File: src/rtl/ex_div_sequencer.sv
// ex_div_sequencer: EX-stage iterative divider for DIV/DIVU/REM/REMU.
// A request is captured in IDLE. RUN then performs 32 restoring
// shift-subtract steps, one per cycle, on the operand magnitudes. DONE
// presents the sign-corrected result for exactly one cycle.
// Optional feature: define DIV_EARLY_OUT_EN to let divide-by-zero, signed
// overflow and |dividend| < |divisor| jump from IDLE straight to DONE.
module ex_div_sequencer (
  input  logic        CLK,
  input  logic        RESETn,
  input  logic        DivReqE,
  input  logic [1:0]  DivOpE,
  input  logic [31:0] OperandAE,
  input  logic [31:0] OperandBE,
  input  logic        FlushE,
  output logic        StallE,
  output logic        DivBusyE,
  output logic        DivDoneE,
  output logic [31:0] DivResultE
);

  typedef enum logic [1:0] {
    S_IDLE = 2'b00,
    S_RUN  = 2'b01,
    S_DONE = 2'b10
  } state_e;

  state_e      state_q, state_d;
  logic [5:0]  cnt_q, cnt_d;
  logic [31:0] quo_q, quo_d;     // dividend bits shift out, quotient bits shift in
  logic [31:0] rem_q, rem_d;     // partial remainder, always < divisor
  logic [31:0] dvsr_q, dvsr_d;   // divisor magnitude
  logic        is_rem_q, is_rem_d;
  logic        neg_quo_q, neg_quo_d;
  logic        neg_rem_q, neg_rem_d;
  logic        div_zero_q, div_zero_d;
  logic [31:0] res_q, res_d;

  // Operand decode at capture time: magnitudes and sign flags.
  logic        op_signed, a_neg, b_neg, accept;
  logic [31:0] abs_a, abs_b;

  assign op_signed = ~DivOpE[0];
  assign a_neg     = op_signed & OperandAE[31];
  assign b_neg     = op_signed & OperandBE[31];
  assign abs_a     = a_neg ? (~OperandAE + 32'd1) : OperandAE;
  assign abs_b     = b_neg ? (~OperandBE + 32'd1) : OperandBE;
  assign accept    = DivReqE & ~FlushE;

  // One restoring step: shift in the next dividend bit, subtract if it fits.
  // When the subtraction fits, the difference is below the divisor and
  // therefore fits in 32 bits.
  logic [32:0] shifted;
  logic        step_ge;
  logic [31:0] step_rem, step_quo;

  assign shifted  = {rem_q, quo_q[31]};
  assign step_ge  = shifted >= {1'b0, dvsr_q};
  assign step_rem = step_ge ? (shifted[31:0] - dvsr_q) : shifted[31:0];
  assign step_quo = {quo_q[30:0], step_ge};

  // Apply signs and the divide-by-zero quotient. The remainder of a divide
  // by zero is |dividend| with the dividend's sign, i.e. the dividend itself.
  // Signed overflow falls out naturally: -(0x80000000) is 0x80000000, rem 0.
  function automatic logic [31:0] fix_result(
    input logic [31:0] quo,
    input logic [31:0] rem,
    input logic        is_rem,
    input logic        neg_quo,
    input logic        neg_rem,
    input logic        div_zero
  );
    logic [31:0] q, r;
    q = neg_quo ? (~quo + 32'd1) : quo;
    if (div_zero) q = 32'hFFFF_FFFF;
    r = neg_rem ? (~rem + 32'd1) : rem;
    return is_rem ? r : q;
  endfunction

  // Early-out detection: with the feature off these tie off to zero so the
  // long path always runs and produces identical results.
  logic        early;
  logic [31:0] early_res;
`ifdef DIV_EARLY_OUT_EN
  logic        ovf;
  logic [31:0] early_quo, early_rem;

  assign ovf       = op_signed & (OperandAE == 32'h8000_0000) & (OperandBE == 32'hFFFF_FFFF);
  assign early     = (OperandBE == 32'd0) | ovf | (abs_a < abs_b);
  assign early_quo = ovf ? 32'h8000_0000 : 32'd0;
  assign early_rem = ovf ? 32'd0 : abs_a;
  assign early_res = fix_result(early_quo, early_rem, DivOpE[1], a_neg ^ b_neg,
                                a_neg, OperandBE == 32'd0);
`else
  assign early     = 1'b0;
  assign early_res = 32'd0;
`endif

  // Next-state and datapath update.
  // NOTE: every _d gets its hold value first so no path leaves one unassigned (no latches).
  always_comb begin
    state_d    = state_q;
    cnt_d      = cnt_q;
    quo_d      = quo_q;
    rem_d      = rem_q;
    dvsr_d     = dvsr_q;
    is_rem_d   = is_rem_q;
    neg_quo_d  = neg_quo_q;
    neg_rem_d  = neg_rem_q;
    div_zero_d = div_zero_q;
    res_d      = res_q;

    unique case (state_q)
      S_IDLE: begin
        if (accept) begin
          cnt_d      = 6'd0;
          quo_d      = abs_a;
          rem_d      = 32'd0;
          dvsr_d     = abs_b;
          is_rem_d   = DivOpE[1];
          neg_quo_d  = a_neg ^ b_neg;
          neg_rem_d  = a_neg;
          div_zero_d = (OperandBE == 32'd0);
          if (early) begin
            state_d = S_DONE;
            res_d   = early_res;
          end else begin
            state_d = S_RUN;
          end
        end
      end
      S_RUN: begin
        if (!FlushE) begin
          cnt_d = cnt_q + 6'd1;
          quo_d = step_quo;
          rem_d = step_rem;
          if (cnt_q == 6'd31) begin
            state_d = S_DONE;
            res_d   = fix_result(step_quo, step_rem, is_rem_q, neg_quo_q,
                                 neg_rem_q, div_zero_q);
          end
        end
      end
      S_DONE:  state_d = S_IDLE;
      default: state_d = S_IDLE;
    endcase

    // A flush kills whatever is in EX, including a request arriving this cycle.
    if (FlushE) state_d = S_IDLE;
  end

  // State and datapath registers.
  // NOTE: sequential state uses non-blocking assignments so all registers update together.
  always_ff @(posedge CLK or negedge RESETn) begin
    if (!RESETn) begin
      state_q    <= S_IDLE;
      cnt_q      <= 6'd0;
      quo_q      <= 32'd0;
      rem_q      <= 32'd0;
      dvsr_q     <= 32'd0;
      is_rem_q   <= 1'b0;
      neg_quo_q  <= 1'b0;
      neg_rem_q  <= 1'b0;
      div_zero_q <= 1'b0;
      res_q      <= 32'd0;
    end else begin
      state_q    <= state_d;
      cnt_q      <= cnt_d;
      quo_q      <= quo_d;
      rem_q      <= rem_d;
      dvsr_q     <= dvsr_d;
      is_rem_q   <= is_rem_d;
      neg_quo_q  <= neg_quo_d;
      neg_rem_q  <= neg_rem_d;
      div_zero_q <= div_zero_d;
      res_q      <= res_d;
    end
  end

  // Outputs: stall drops in DONE so the pipeline advances with the result.
  assign StallE     = DivReqE & (state_q != S_DONE) & ~FlushE;
  assign DivBusyE   = (state_q == S_RUN);
  assign DivDoneE   = (state_q == S_DONE);
  assign DivResultE = res_q;

endmodule

File: config.mk
export PLATFORM = sky130hd
export DESIGN_NAME = ex_div_sequencer
export DESIGN_NICKNAME = d
export VERILOG_FILES = /design/src/rtl/ex_div_sequencer.sv
export SDC_FILE = /design/constraint.sdc
export NUM_CORES = 1
export LEC_CHECK = 0
export ABC_CLOCK_PERIOD_IN_PS = 5700
export BUFFER_PORTS_ARGS = -buffer_cell sky130_fd_sc_hd__buf_2
export CAP_MARGIN = 25
export CELL_PAD_IN_SITES_DETAIL_PLACEMENT = 1
export CELL_PAD_IN_SITES_GLOBAL_PLACEMENT = 2
export CORE_MARGIN = 5
export CORE_UTILIZATION = 36
export DETAILED_ROUTE_END_ITERATION = 12
export HOLD_SLACK_MARGIN = 0.03
export PLACE_DENSITY = 0.82
export RECOVER_POWER = 100
export SYNTH_ARGS = -nofsm -noshare
export SYNTH_HDL_FRONTEND = slang
export SYNTH_SLANG_ARGS = --single-unit
File: constraint.sdc
create_clock -name CLK -period 5.7 [get_ports CLK]
set_input_delay 0 -clock CLK [delete_from_list [all_inputs] [get_ports CLK]]
set_output_delay 0 -clock CLK [all_outputs]
set_load 0.1 [all_outputs]
==> impl_metrics.env <==
export IMPL_wire_per_inst_um=21.2
export IMPL_p_leak_nw=5.71
export IMPL_cts_tree="built"
export IMPL_drt_pass1_iter_count=5
export IMPL_ant_nets=0
export IMPL_power_switching_share=0.525
export IMPL_synth_edff_count=0
export IMPL_antenna_found_initial=1
export IMPL_die_y_um=188
export IMPL_arrival_ns=5.31
export IMPL_drtIter0Drc=824
export IMPL_period_share=0.891
export IMPL_num_vias=11200
export IMPL_port_buffer_count=104
export IMPL_pwr_density_cell_mw_per_mm2=560
export IMPL_synthArstFlopShare=1.00
export IMPL_min_path_type="in2reg"
export IMPL_synth_warnings=0
export IMPL_grt_pass1_vias=11200
export IMPL_mostFrequentLayoutCells="179 x nand2_1, 146 x o21ai_0, 140 x dfrtp_1, 107 x nor2_1, 103 x a21oi_1"
export IMPL_worst_slew_pin_slew_ns=4.58
export IMPL_min_path_cells=5
export IMPL_grt_usage=0.231
export IMPL_syn_num_nets=1529
export IMPL_cpPeakStageDelay_ns=0.51
export IMPL_clk_pin_slew_ns=0.07
export IMPL_dpl_hpwl_um=31400
export IMPL_multi_input_area_mm2=0.00726
export IMPL_place_inst=1858
export IMPL_switchingPower_w=0.00384
export IMPL_grt_max_degree=86
export IMPL_slowest_stage="ha_1"
export IMPL_fp_row_count=65
export IMPL_htree_levels=4
export IMPL_fin_crit_ns=5.08
export IMPL_synth_seq_cells=140
export IMPL_crit_path_cell_trace="ha_1, and4_4, nand4_2, a211o_1, a31oi_1, or3_4, inv_1, mux2i_1, ha_1, nand4b_1, nor3_1, a32oi_1, or3_4, o31ai_4, mux2i_1, o31ai_2"
export IMPL_cp_end_kind="flop"
export IMPL_seq_power_share=0.203
export IMPL_ir_worst_vdd_mv=0.361
export IMPL_ys_seq_area_frac=0.309
export IMPL_start_util=0.363
export IMPL_crit_path_start_kind="flop"
export IMPL_cts_max_path_buffers=2
export IMPL_synth_ff_type="dfrtp_1"
export IMPL_clkPwrFrac=0.155
export IMPL_areaGrowthSynthToFinish_pct=15.0
export IMPL_violations="capacitance limit, slew limit"
export IMPL_fmax_ghz=0.197
export IMPL_critPathRequiredTime_ns=5.93
export IMPL_syn_inst=1421
export IMPL_status="finished with violations"
export IMPL_routed_via_density=5.78
export IMPL_chipWidth_um=188
export IMPL_p_int_w=0.00347
export IMPL_slew_headroom=-2.05
export IMPL_final_layout_size_suffix_gt1_frac=0.0922
export IMPL_critical_path_class="reg2reg"
export IMPL_final_common_cell="nand2_1"
export IMPL_critPathMaxFanout=22
export IMPL_fillers=3766
export IMPL_drcViolationCount=0
export IMPL_cts_sinks=140
export IMPL_layout_nets=1626
export IMPL_finalSetupTns_ns=0
export IMPL_maxCapViolations=5
export IMPL_antennaDiodeCount=0
export IMPL_hold_viol_final=0
export IMPL_synth_area_per_cell_um2=7.99
export IMPL_drv_slew=306
export IMPL_die_area_mm2=0.0352
export IMPL_num_io_pins=105
export IMPL_final_cells=1932
export IMPL_combPwrFrac=0.642
export IMPL_clk_insertion_delay_late_ns=0.45
export IMPL_ys_types=88
export IMPL_setup_violations_final=0
export IMPL_wl_um=41000
export IMPL_final_seq_area_mm2=0.00350
export IMPL_core_area_mm2=0.0313
export IMPL_netlist_area_mm2=0.0114
export IMPL_clockRootBuffer="clkbuf_16"
export IMPL_grt_overflow_total=0
export IMPL_grt_pass1_wl_um=64500
export IMPL_rsz0062_at_grt="false"
export IMPL_place_gp_congestion=0.874
export IMPL_skew_ns=0.0119
export IMPL_r2r_cells=16
export IMPL_cts_buffers=17
==> per-stage QoR <==
stage               worst slack (ns)  area (µm²)  total power [W]  utilization  hold WS (ns)
finish                         0.623       13100          0.00731        0.417        0.0298
global placement                1.07       12200          0.00610        0.388         0.107
global route                   0.235       13100          0.00780        0.417        0.0669
CTS                            0.779       13200          0.00736        0.421        0.0311
detailed placement             0.801       12200          0.00616        0.388         0.112
floorplan                       1.29       11400          0.00473            -        -0.296
==> state kept, by name, indices dropped and copies added (netlist names) <==
signal and cells:
DivResultE 32, dvsr_q 32, quo_q 32, rem_q 32, cnt_q 6, state_q 2, div_zero_q 1, is_rem_q 1
neg_quo_q 1, neg_rem_q 1
==> worst max-delay path: cells and delay by family (launching register included) <==
family | cells | cell delay, ns
AO/OA/AOI/OAI | 5 | 1.22
buffers and inverters | 1 | 0.16
AND/OR/NAND/NOR | 6 | 1.70
adder cells (fa/ha/maj) | 2 | 0.79
multiplexers | 2 | 0.53
flip-flops | 1 | 0.45
==> final cells by class <==
type,count,area share
multi-input cells,1141,0.556
flip-flops and latches,140,0.268
repair buffers,161,0.0772
well taps,402,0.0385
clock buffers,18,0.0329
inverters,57,0.0164
clock inverters,13,0.0111
==> synthesized netlist by cell type, drive strengths merged, types with 3 or more instances <==
cell     instances  area share
xor2            62       0.048
a21o            42       0.028
o21a             3      0.0020
nor2b           12      0.0066
o22ai            6      0.0033
a211o            4      0.0031
nand4           13      0.0083
o21bai           6      0.0040
inv             57       0.019
or2              7      0.0039
a211oi          10      0.0071
nor3b            4      0.0026
a31oi           13      0.0090
xnor2           69       0.053
nand3b           3      0.0020
o31ai           29       0.022
o41ai           13       0.010
nor4            21       0.013
buf             26       0.012
o31a             6      0.0046
a22o            12      0.0093
mux2i           20       0.018
nand2          180       0.059
o211ai           9      0.0059
and4             4      0.0033
a21boi           3      0.0020
nand4b           3      0.0023
a311oi           5      0.0044
or4             11      0.0079
nor2           108       0.036
and3             9      0.0050
ha              37       0.041
nand3           23       0.011
nand2b          16      0.0088
o21ai          150       0.066
dfrtp          140        0.31
a21oi          106       0.048
nor3            32       0.015
clkbuf          57       0.019
a2111oi          4      0.0053
and2             8      0.0044
a221oi          28       0.022
or3             27       0.016
==> path summary, 6_finish.rpt <==
kind | startpoint | endpoint | slack (ns)
min in group asynchronous | RESETn | dvsr_q[22] | 1.74
max in group asynchronous | RESETn | quo_q[6] | 1.27
setup reg to reg | rem_q[6] | DivResultE[26] | 0.62
hold / removal | OperandAE[16] | quo_q[16] | 0.03
setup / recovery | rem_q[6] | DivResultE[26] | 0.62
hold reg to reg | dvsr_q[29] | dvsr_q[29] | 0.48
==> cell families after synthesis <==
logic type,Yosys count,share of synthesized area
adders and majority gates,38,0.0425
and+or+nand+nor,485,0.209
DFF,140,0.309
xor gates and xnor gates,131,0.101
muxes,22,0.0196
AOI/OAI and AO/OA,465,0.269
buffers and inverters,140,0.0502
==> power groups by stage <==
stage | clock network [W] | logic [W] | registers (W)
after global routing | 0.00120 | 0.00509 | 0.00151
final | 0.00113 | 0.00469 | 0.00149
after detailed placement | 0 | 0.00466 | 0.00150
after floorplan | 0 | 0.00336 | 0.00137
after CTS | 0.00115 | 0.00473 | 0.00148
after global placement | 0 | 0.00461 | 0.00149
==> repair_timing <==
action                    CTS  global route
gates resized for setup     0             0
hold endpoints to repair  117             0
setup buffers               0             0
hold buffers               43             0
==> per-layer routing <==
metal	vias up	wire, µm	GRT usage
met1	5502	20000	0.338
met4	0	857	0.0601
met5	-	0	0
met3	51	1830	0.0344
li1	5345	-	-
met2	260	18300	0.356
(Power assumes the default switching activity.)
